$ cat src/rtl/btn_cond_pkg.sv
// Shared encodings and default constants for the button pulse conditioner.
// BTN_HOLD_REPEAT_EN adds the default auto-repeat period.
package btn_cond_pkg;

  // Per-channel debounce states. Bit 1 of the encoding is the debounced level.
  typedef enum logic [1:0] {
    STABLE_LO = 2'd0,
    CNT_HI    = 2'd1,
    STABLE_HI = 2'd2,
    CNT_LO    = 2'd3
  } db_state_t;

  localparam int SYNC_STAGES_DEF     = 2;
  localparam int DEBOUNCE_CYCLES_DEF = 500000;
  localparam int CNT_W_DEF           = 19;
`ifdef BTN_HOLD_REPEAT_EN
  localparam int REPEAT_CYCLES_DEF   = 25000000;
`endif

endpackage

$ cat src/rtl/btn_debounce_ch.sv
// One button channel: synchroniser, debounce counter FSM and press (rise) detect.
// With BTN_HOLD_REPEAT_EN a held level also emits a rise every REPEAT_CYCLES.
module btn_debounce_ch
  import btn_cond_pkg::*;
#(
  parameter int SYNC_STAGES     = SYNC_STAGES_DEF,
  parameter int DEBOUNCE_CYCLES = DEBOUNCE_CYCLES_DEF,
  parameter int CNT_W           = CNT_W_DEF
`ifdef BTN_HOLD_REPEAT_EN
  ,
  parameter int REPEAT_CYCLES   = REPEAT_CYCLES_DEF
`endif
) (
  input  logic clk,
  input  logic reset,
  input  logic raw,
  output logic level,
  output logic rise
);

  localparam logic [CNT_W-1:0] CNT_LAST = CNT_W'(DEBOUNCE_CYCLES - 1);
  localparam logic [CNT_W-1:0] CNT_ONE  = CNT_W'(1);

  logic [SYNC_STAGES-1:0] sync;
  logic                   s;
  db_state_t              state, state_nxt;
  logic [CNT_W-1:0]       cnt, cnt_nxt;
  logic                   press;
  logic                   level_nxt;

  // Synchroniser chain; s is the last stage.
  always_ff @(posedge clk or negedge reset) begin
    if (!reset) sync <= '0;
    else        sync <= {sync[SYNC_STAGES-2:0], raw};
  end

  assign s = sync[SYNC_STAGES-1];

  // Debounce state and count registers.
  always_ff @(posedge clk or negedge reset) begin
    if (!reset) begin
      state <= STABLE_LO;
      cnt   <= '0;
    end else begin
      state <= state_nxt;
      cnt   <= cnt_nxt;
    end
  end

  // Next state: count while s differs from the level, restart on any bounce,
  // accept the new level when the count reaches DEBOUNCE_CYCLES-1.
  always_comb begin
    state_nxt = state;
    cnt_nxt   = '0;
    press     = 1'b0;
    case (state)
      STABLE_LO: if (s) begin
        state_nxt = CNT_HI;
        cnt_nxt   = CNT_ONE;
      end
      CNT_HI: begin
        if (!s) state_nxt = STABLE_LO;
        else if (cnt == CNT_LAST) begin
          state_nxt = STABLE_HI;
          press     = 1'b1;
        end else cnt_nxt = cnt + CNT_ONE;
      end
      STABLE_HI: if (!s) begin
        state_nxt = CNT_LO;
        cnt_nxt   = CNT_ONE;
      end
      CNT_LO: begin
        if (s) state_nxt = STABLE_HI;
        else if (cnt == CNT_LAST) state_nxt = STABLE_LO;
        else cnt_nxt = cnt + CNT_ONE;
      end
      default: state_nxt = STABLE_LO;
    endcase
  end

  assign level     = (state == STABLE_HI) || (state == CNT_LO);
  assign level_nxt = (state_nxt == STABLE_HI) || (state_nxt == CNT_LO);

`ifdef BTN_HOLD_REPEAT_EN
  localparam int             REP_W    = $clog2(REPEAT_CYCLES);
  localparam logic [REP_W-1:0] REP_LAST = REP_W'(REPEAT_CYCLES - 1);

  logic [REP_W-1:0] rep_cnt;
  logic             rep_hit;

  // Repeat timer runs only while the level is held high; a level that is
  // dropping this edge does not get a final repeat.
  assign rep_hit = level && level_nxt && (rep_cnt == REP_LAST);

  // Repeat period counter, cleared whenever the level is low.
  always_ff @(posedge clk or negedge reset) begin
    if (!reset)                 rep_cnt <= '0;
    else if (!level)            rep_cnt <= '0;
    else if (rep_cnt == REP_LAST) rep_cnt <= '0;
    else                        rep_cnt <= rep_cnt + REP_W'(1);
  end

  assign rise = press | rep_hit;
`else
  assign rise = press;
`endif

  // level_nxt only feeds the repeat gate; keep it referenced in the plain build.
  logic unused_ok;
  assign unused_ok = level_nxt;

endmodule

$ cat src/rtl/button_pulse_conditioner.sv
// Two debounced pushbuttons to one-cycle P0/P1 pulses for the sequence
// detector; simultaneous presses are dropped and flagged on conflict.
// Optional auto-repeat on held buttons: define BTN_HOLD_REPEAT_EN.
module button_pulse_conditioner
  import btn_cond_pkg::*;
#(
  parameter int SYNC_STAGES     = SYNC_STAGES_DEF,
  parameter int DEBOUNCE_CYCLES = DEBOUNCE_CYCLES_DEF,
  parameter int CNT_W           = CNT_W_DEF
`ifdef BTN_HOLD_REPEAT_EN
  ,
  parameter int REPEAT_CYCLES   = REPEAT_CYCLES_DEF
`endif
) (
  input  logic clk,
  input  logic reset,
  input  logic btn0_raw,
  input  logic btn1_raw,
  output logic p0,
  output logic p1,
  output logic btn0_level,
  output logic btn1_level,
  output logic conflict
);

  localparam int NUM_CH = 2;

  logic [NUM_CH-1:0] raw, level, rise;

  assign raw = {btn1_raw, btn0_raw};

  for (genvar i = 0; i < NUM_CH; i++) begin : g_ch
    btn_debounce_ch #(
      .SYNC_STAGES    (SYNC_STAGES),
      .DEBOUNCE_CYCLES(DEBOUNCE_CYCLES),
      .CNT_W          (CNT_W)
`ifdef BTN_HOLD_REPEAT_EN
      ,
      .REPEAT_CYCLES  (REPEAT_CYCLES)
`endif
    ) u_ch (
      .clk  (clk),
      .reset(reset),
      .raw  (raw[i]),
      .level(level[i]),
      .rise (rise[i])
    );
  end

  assign btn0_level = level[0];
  assign btn1_level = level[1];

  // Registered arbitration: a same-cycle pair of rises is ambiguous, so it
  // becomes a conflict flag instead of two pulses.
  always_ff @(posedge clk or negedge reset) begin
    if (!reset) begin
      p0       <= 1'b0;
      p1       <= 1'b0;
      conflict <= 1'b0;
    end else begin
      p0       <= rise[0] & ~rise[1];
      p1       <= rise[1] & ~rise[0];
      conflict <= rise[0] & rise[1];
    end
  end

endmodule

$ cat config.mk
export PLATFORM = sky130hd
export DESIGN_NAME = button_pulse_conditioner
export DESIGN_NICKNAME = d
export VERILOG_FILES = /design/src/rtl/btn_cond_pkg.sv /design/src/rtl/btn_debounce_ch.sv /design/src/rtl/button_pulse_conditioner.sv
export SDC_FILE = /design/constraint.sdc
export NUM_CORES = 1
export LEC_CHECK = 0
export CAP_MARGIN = 20
export CORE_ASPECT_RATIO = 1.5
export CORE_UTILIZATION = 30
export DETAILED_ROUTE_END_ITERATION = 7
export GPL_ROUTABILITY_DRIVEN = 0
export GPL_TIMING_DRIVEN = 0
export PLACE_DENSITY = 0.49
export SLEW_MARGIN = 20
export SYNTH_ARGS = -nofsm -noshare
export SYNTH_HDL_FRONTEND = slang
export SYNTH_SLANG_ARGS = --single-unit
$ cat constraint.sdc
create_clock -name clk -period 2.4 [get_ports clk]
set_input_delay 0.6 -clock clk [delete_from_list [all_inputs] [get_ports clk]]
set_output_delay 0.6 -clock clk [all_outputs]
set_load 0.02 [all_outputs]
Word-level counts from Yosys, hierarchy flattened --
Cells that the tools add are included.
Storage, ports and cells: bits in writable memories 0, word-level logic and storage cells 70, output and inout port bits 5, bits of input ports 4, flip-flop bits (word level) 49, memories 0, latch bits 0, bits in read-only memories 0
Operators by class: shifts and indexed selects 0, add/sub/neg operators 2, multiply operators 0, magnitude comparators 0, reductions and logical operators 6, equality and inequality tests 16, div/mod/pow operators 0, multiplexer cells 32, bitwise gates (word level) 5
Operators by type and width (count):
- $pmux 19 s4 | 2
- $mux 19 | 6
- $add 19x1->19 const B | 2
- $eq 19x19->1 const B | 2
- $mux 2 | 12
- $pmux 2 s4 | 2
- $mux 1 | 10
- $eq 2x2->1 const B | 4
- $reduce_and 4->1 | 2
- $ne 3x1->1 const B | 2
- $ne 3x3->1 const B | 2
- $eq 2x1->1 const B | 2
- $logic_not 2->1 | 2
- $ne 2x1->1 const B | 2
- $ne 2x2->1 const B | 2
- $and 1x1->1 | 3
- $logic_or 1x1->1 | 2
- $not 1->1 | 2

Longest topological paths before layout --
word-level depth 6, mapped depth 7

Hierarchy --
From an unflattened synthesis, not the netlist that was laid out.
Unflattened totals: cell total of the unflattened synthesis 236, area total of the unflattened synthesis 2464.9 um2
By module, submodules not included:
- btn_debounce_ch | area each 1183.6 um2, sequential area each 575.6 um2, cells an instance 115, instances 2
- button_pulse_conditioner | area each 97.6 um2, sequential area each 75.1 um2, cells an instance 6, instances 1

Worst setup path before layout --
No wires, ideal clock.
path kind register -> register, start register g_ch[0].u_ch.cnt[0], end register p1, arrival 2051 ps, stages on the path, launching flop included 7, path slack 229 ps, required time 2280 ps, cells stage by stage dfrtp_1 > ha_1 > buf_2 > nand2_1 > or4_4 > or4_4 > nor2b_1
Between the ends: longest elaborated chain between the ends 6
RTL lines:
- start, declared | RTL line btn_debounce_ch.sv:27 | logic [CNT_W-1:0] cnt, cnt_nxt;
- start signal, assigned | RTL line btn_debounce_ch.sv:46 | cnt <= cnt_nxt;
- $eq 19x19->1 | RTL line btn_debounce_ch.sv:63 | else if (cnt == CNT_LAST) begin
- $mux 1 | RTL line btn_debounce_ch.sv:63
- $mux 1 | RTL line btn_debounce_ch.sv:62 | if (!s) state_nxt = STABLE_LO;
- $mux 1 | RTL line btn_debounce_ch.sv:56 | case (state)
- $not 1->1 | RTL line button_pulse_conditioner.sv:62 | p1 <= rise[1] & ~rise[0];
- $and 1x1->1 | RTL line button_pulse_conditioner.sv:62
- end signal, assigned | RTL line button_pulse_conditioner.sv:62
- end, declared | RTL line button_pulse_conditioner.sv:20 | output logic p1,
No other way between the ends. A chain may end at the register's enable or synchronous reset.

Worst setup path in the final report --
start register g_ch[0].u_ch.cnt[7], end register p1
The elaborated chain is that of the path after synthesis.

==> results.yml <==
outcome:
  status: "finished clean"
worst_hold_path:
  hold_class: "in -> async"
worst_setup_path:
  worst_ep_arrival_time_ns: 2.41
  reg2reg_slack_ns: 0.16
  cp_max_fo: 6
  r2r_cells: 4
  crit_path_start_kind: "flop"
  r2r_end: "p1$_DFF_PN0_"
  rr_startpoint: "g_ch[0].u_ch.cnt[7]$_DFF_PN0_"
  critPathCaptureType: "flop"
  cp.required_ns: 2.57
  critical_path_class: "reg -> reg"
clock_tree:
  clkLatencyLatePin_ns: 0.29
  h-tree-depth: 2
  cts_max_path_buffers: 2
  cts.clk_slew.worst_paths_ns: 0.07
  root_buffer: "clkbuf_16"
  ctsHoldBuffers: 0
  cts_buffers: 5
  cts_setup_buffers: 0
  cts_tree: "done"
  clock_sinks: 49
placement:
  placed_cell_area_um2: 2610
  dp.cells: 344
  dp_hpwl_mm: 3.51
  post-place-ws_ns: -0.00141
  io_buffer_count: 8
power:
  p_leak_nw: 1.05
  p_sw_share_pct: 20.2
  peakVddDrop_uv: 322
  power_frac_seq_pct: 49.1
  p_clk_share_pct: 47.8
  p_int_mw: 1.37
  power.net_switching_mw: 0.348
  power_density_nw_per_um2: 615
  combPwrFrac_pct: 3.0
route:
  drc_errors: 0
  num_vias: 1718
  vias_per_cell: 4.88
  antenna_left: 0
  firstDrtPassIters: 4
  routed_wl_mm: 4.94
  detail_route.iter0.violations: 46
  wire_per_inst_um: 14.0
grt:
  overflow: 0
  grt_util_met3_pct: 2.17
  grt_usage_pct: 13.4
  grt_pass1_vias: 1755
  grt_busiest_layer: "met2"
  antenna_found_initial: 0
  use_met1_pct: 15.0
  grt_max_degree: 50
  grt_pass1_wl_mm: 8.55
  grtUsageMet2_pct: 23.9
sta:
  finClkSkew_ns: 0.00832
  worst_pin_slew_ns: 0.627
  finalSetupViolCount: 0
  rsz0062_at_grt: "no"
  min_period_ns: 2.24
  drv_slew: 0
  setup_slack_ns: 0.157
  fmax_mhz: 446
  report.final.hold_viol_count: 0
  fin_crit_sh_pct: 93.5
  relSlewSlack_pct: 58.2
synthesis:
  ys_types: 42
  yosys.area.top_type: "dfrtp_1"
  synth-seq-cells: 49
  netlist_top_cells_area: "dfrtp_1 (51%), xnor2_1 (8.7%), nor2_1 (6.5%)"
  ys_async_sr_fraction_pct: 100
  post_synth.cell_area_avg_um2: 10.3
  synth.yosys.warnings: 0
  yosys_most_used_dff: "dfrtp_1"
  synth_cells: 234
  synth_enable_flop_cells: 0
  syn_area_um2: 2410
  ys_seq_area_share_pct: 50.9
  synth_top_area_share_pct: 50.9
  synth_nets: 240
finish:
  n_fill_cell: 828
  final_cells: 352
  final_area_um2: 2800
  syn_to_final_growth_pct: 16.2
  n_antenna_cell: 0
  drive_above_1_share_pct: 11.6
  final_nets: 255
die:
  row_count: 39
  fp.dieW_um: 75.1
  coreArea_um2: 7710
  die_h_um: 112
  initial_utilization_pct: 31.2
  die_area_um2: 8390
  ioPinCount: 9
run:
  cap_violations: 0
[logic make-up after synthesis]
| group | synth area share [%] |
|---|---|
| AND/OR/NAND/NOR | 28.3 |
| XOR/XNOR | 11.6 |
| multiplexers | 1.35 |
| buffers and inverters | 3.17 |
| flip-flops | 50.9 |
| adder cells (fa/ha/maj) | 1.04 |
| AO/OA/AOI/OAI | 3.53 |
[registers in the layout (all words and copies together), names as in the netlist, named ones only]
name / flops
g_ch.u_ch.cnt: 38
g_ch.u_ch.state: 2
g_ch.u_ch.sync: 4
p0: 1
conflict: 1
p1: 1
[how the worst max path moves through the flow]
| stage | from | to | slack [ns] | cells past startpoint |
|---|---|---|---|---|
| final | g_ch[0].u_ch.cnt[7]$_DFF_PN0_ | p1$_DFF_PN0_ | 0.16 | 4 |
| after global routing | g_ch[1].u_ch.cnt[5]$_DFF_PN0_ | flop | 0.08 | 5 |
| after CTS | g_ch[1].u_ch.cnt[11]$_DFF_PN0_ | g_ch[1].u_ch.cnt[15]$_DFF_PN0_ | 0.02 | 6 |
| after detailed placement | g_ch[0].u_ch.cnt[0]$_DFF_PN0_ | p1$_DFF_PN0_ | -0.001 | 6 |
| after global placement | reset | g_ch[1].u_ch.sync[0]$_DFF_PN0_ | -0.78 | 1 |
| after floorplan | g_ch[0].u_ch.cnt[0]$_DFF_PN0_ | p1$_DFF_PN0_ | 0.23 | 6 |
[cells in the mapped netlist (3+ instances only)]
library cell	number
xnor2_1	24
nor3_1	6
buf_2	3
nand2_1	6
nor2_1	42
dfrtp_1	49
nand4_1	10
inv_1	8
nor4_1	14
xor2_1	8
a21oi_1	3
or3_1	3
and4_1	3
nand4b_1	3
nand3_1	14
[per-stage QoR]
| step | utilization [%] | power, mW | hold WS [ns] | TNS [ns] |
|---|---|---|---|---|
| after floorplan | - | 0.883 | 0.304 | 0 |
| after global placement | 33.9 | 0.917 | 0.335 | -37.95 |
| after detailed placement | 33.9 | 0.916 | 0.335 | -0.00141 |
| after CTS | 36.1 | 1.76 | 0.350 | 0 |
| after global routing | 36.3 | 1.79 | 0.368 | 0 |
| final | 36.3 | 1.72 | 0.327 | 0 |
[area by class of cell]
type / instances / area [um2] / share of cell area [%]
multi-input cells: 169 / 1110 / 39.7
repair buffers: 8 / 77.6 / 2.77
plain buffers: 8 / 48.8 / 1.74
flip-flops and latches: 49 / 1230 / 43.9
inverters: 8 / 30.0 / 1.07
well taps: 102 / 128 / 4.56
clock inverters: 1 / 30.0 / 1.07
clock buffers: 7 / 143 / 5.10
[timing repair]
action	in CTS	in global routing
endpoints found under the setup margin	1	13
pin swaps	0	1
resized for setup	1	3
[layout by cell type (no fill, tap or decap), types with 3 or more instances in the layout]
cell type,instances
clkdlybuf4s50_1,7
clkbuf_1,3
clkbuf_16,5
nor4_1,13
and4_1,3
nor3_1,6
xor2_1,8
xnor2_1,24
nand4b_1,3
nand2_1,6
nand4_1,10
inv_1,8
dfrtp_1,47
nand3_1,14
a21oi_1,3
or3_1,3
nor2_1,42
[critical path, stage by stage, from the launching register on]
cell and delay (ns):
dfrtp_1 0.43, or3_1 0.37, or4_4 0.60, or4_4 0.58, nor2b_1 0.15
[layer usage]
metal,up-vias,wire length [um]
li1,855,-
met4,0,145
met5,-,0
met2,15,2620
met1,838,2090
met3,10,87
[power groups by stage]
stage          sequential, mW  combinational (mW)  clock [mW]
2_1_floorplan           0.858              0.0254           0
3_3_place_gp            0.861              0.0555           0
3_5_place_dp            0.861              0.0551           0
4_1_cts                 0.845              0.0554       0.858
6_report                0.845              0.0523       0.823
5_1_grt                 0.847              0.0613       0.880
(Power assumes the default switching activity.)
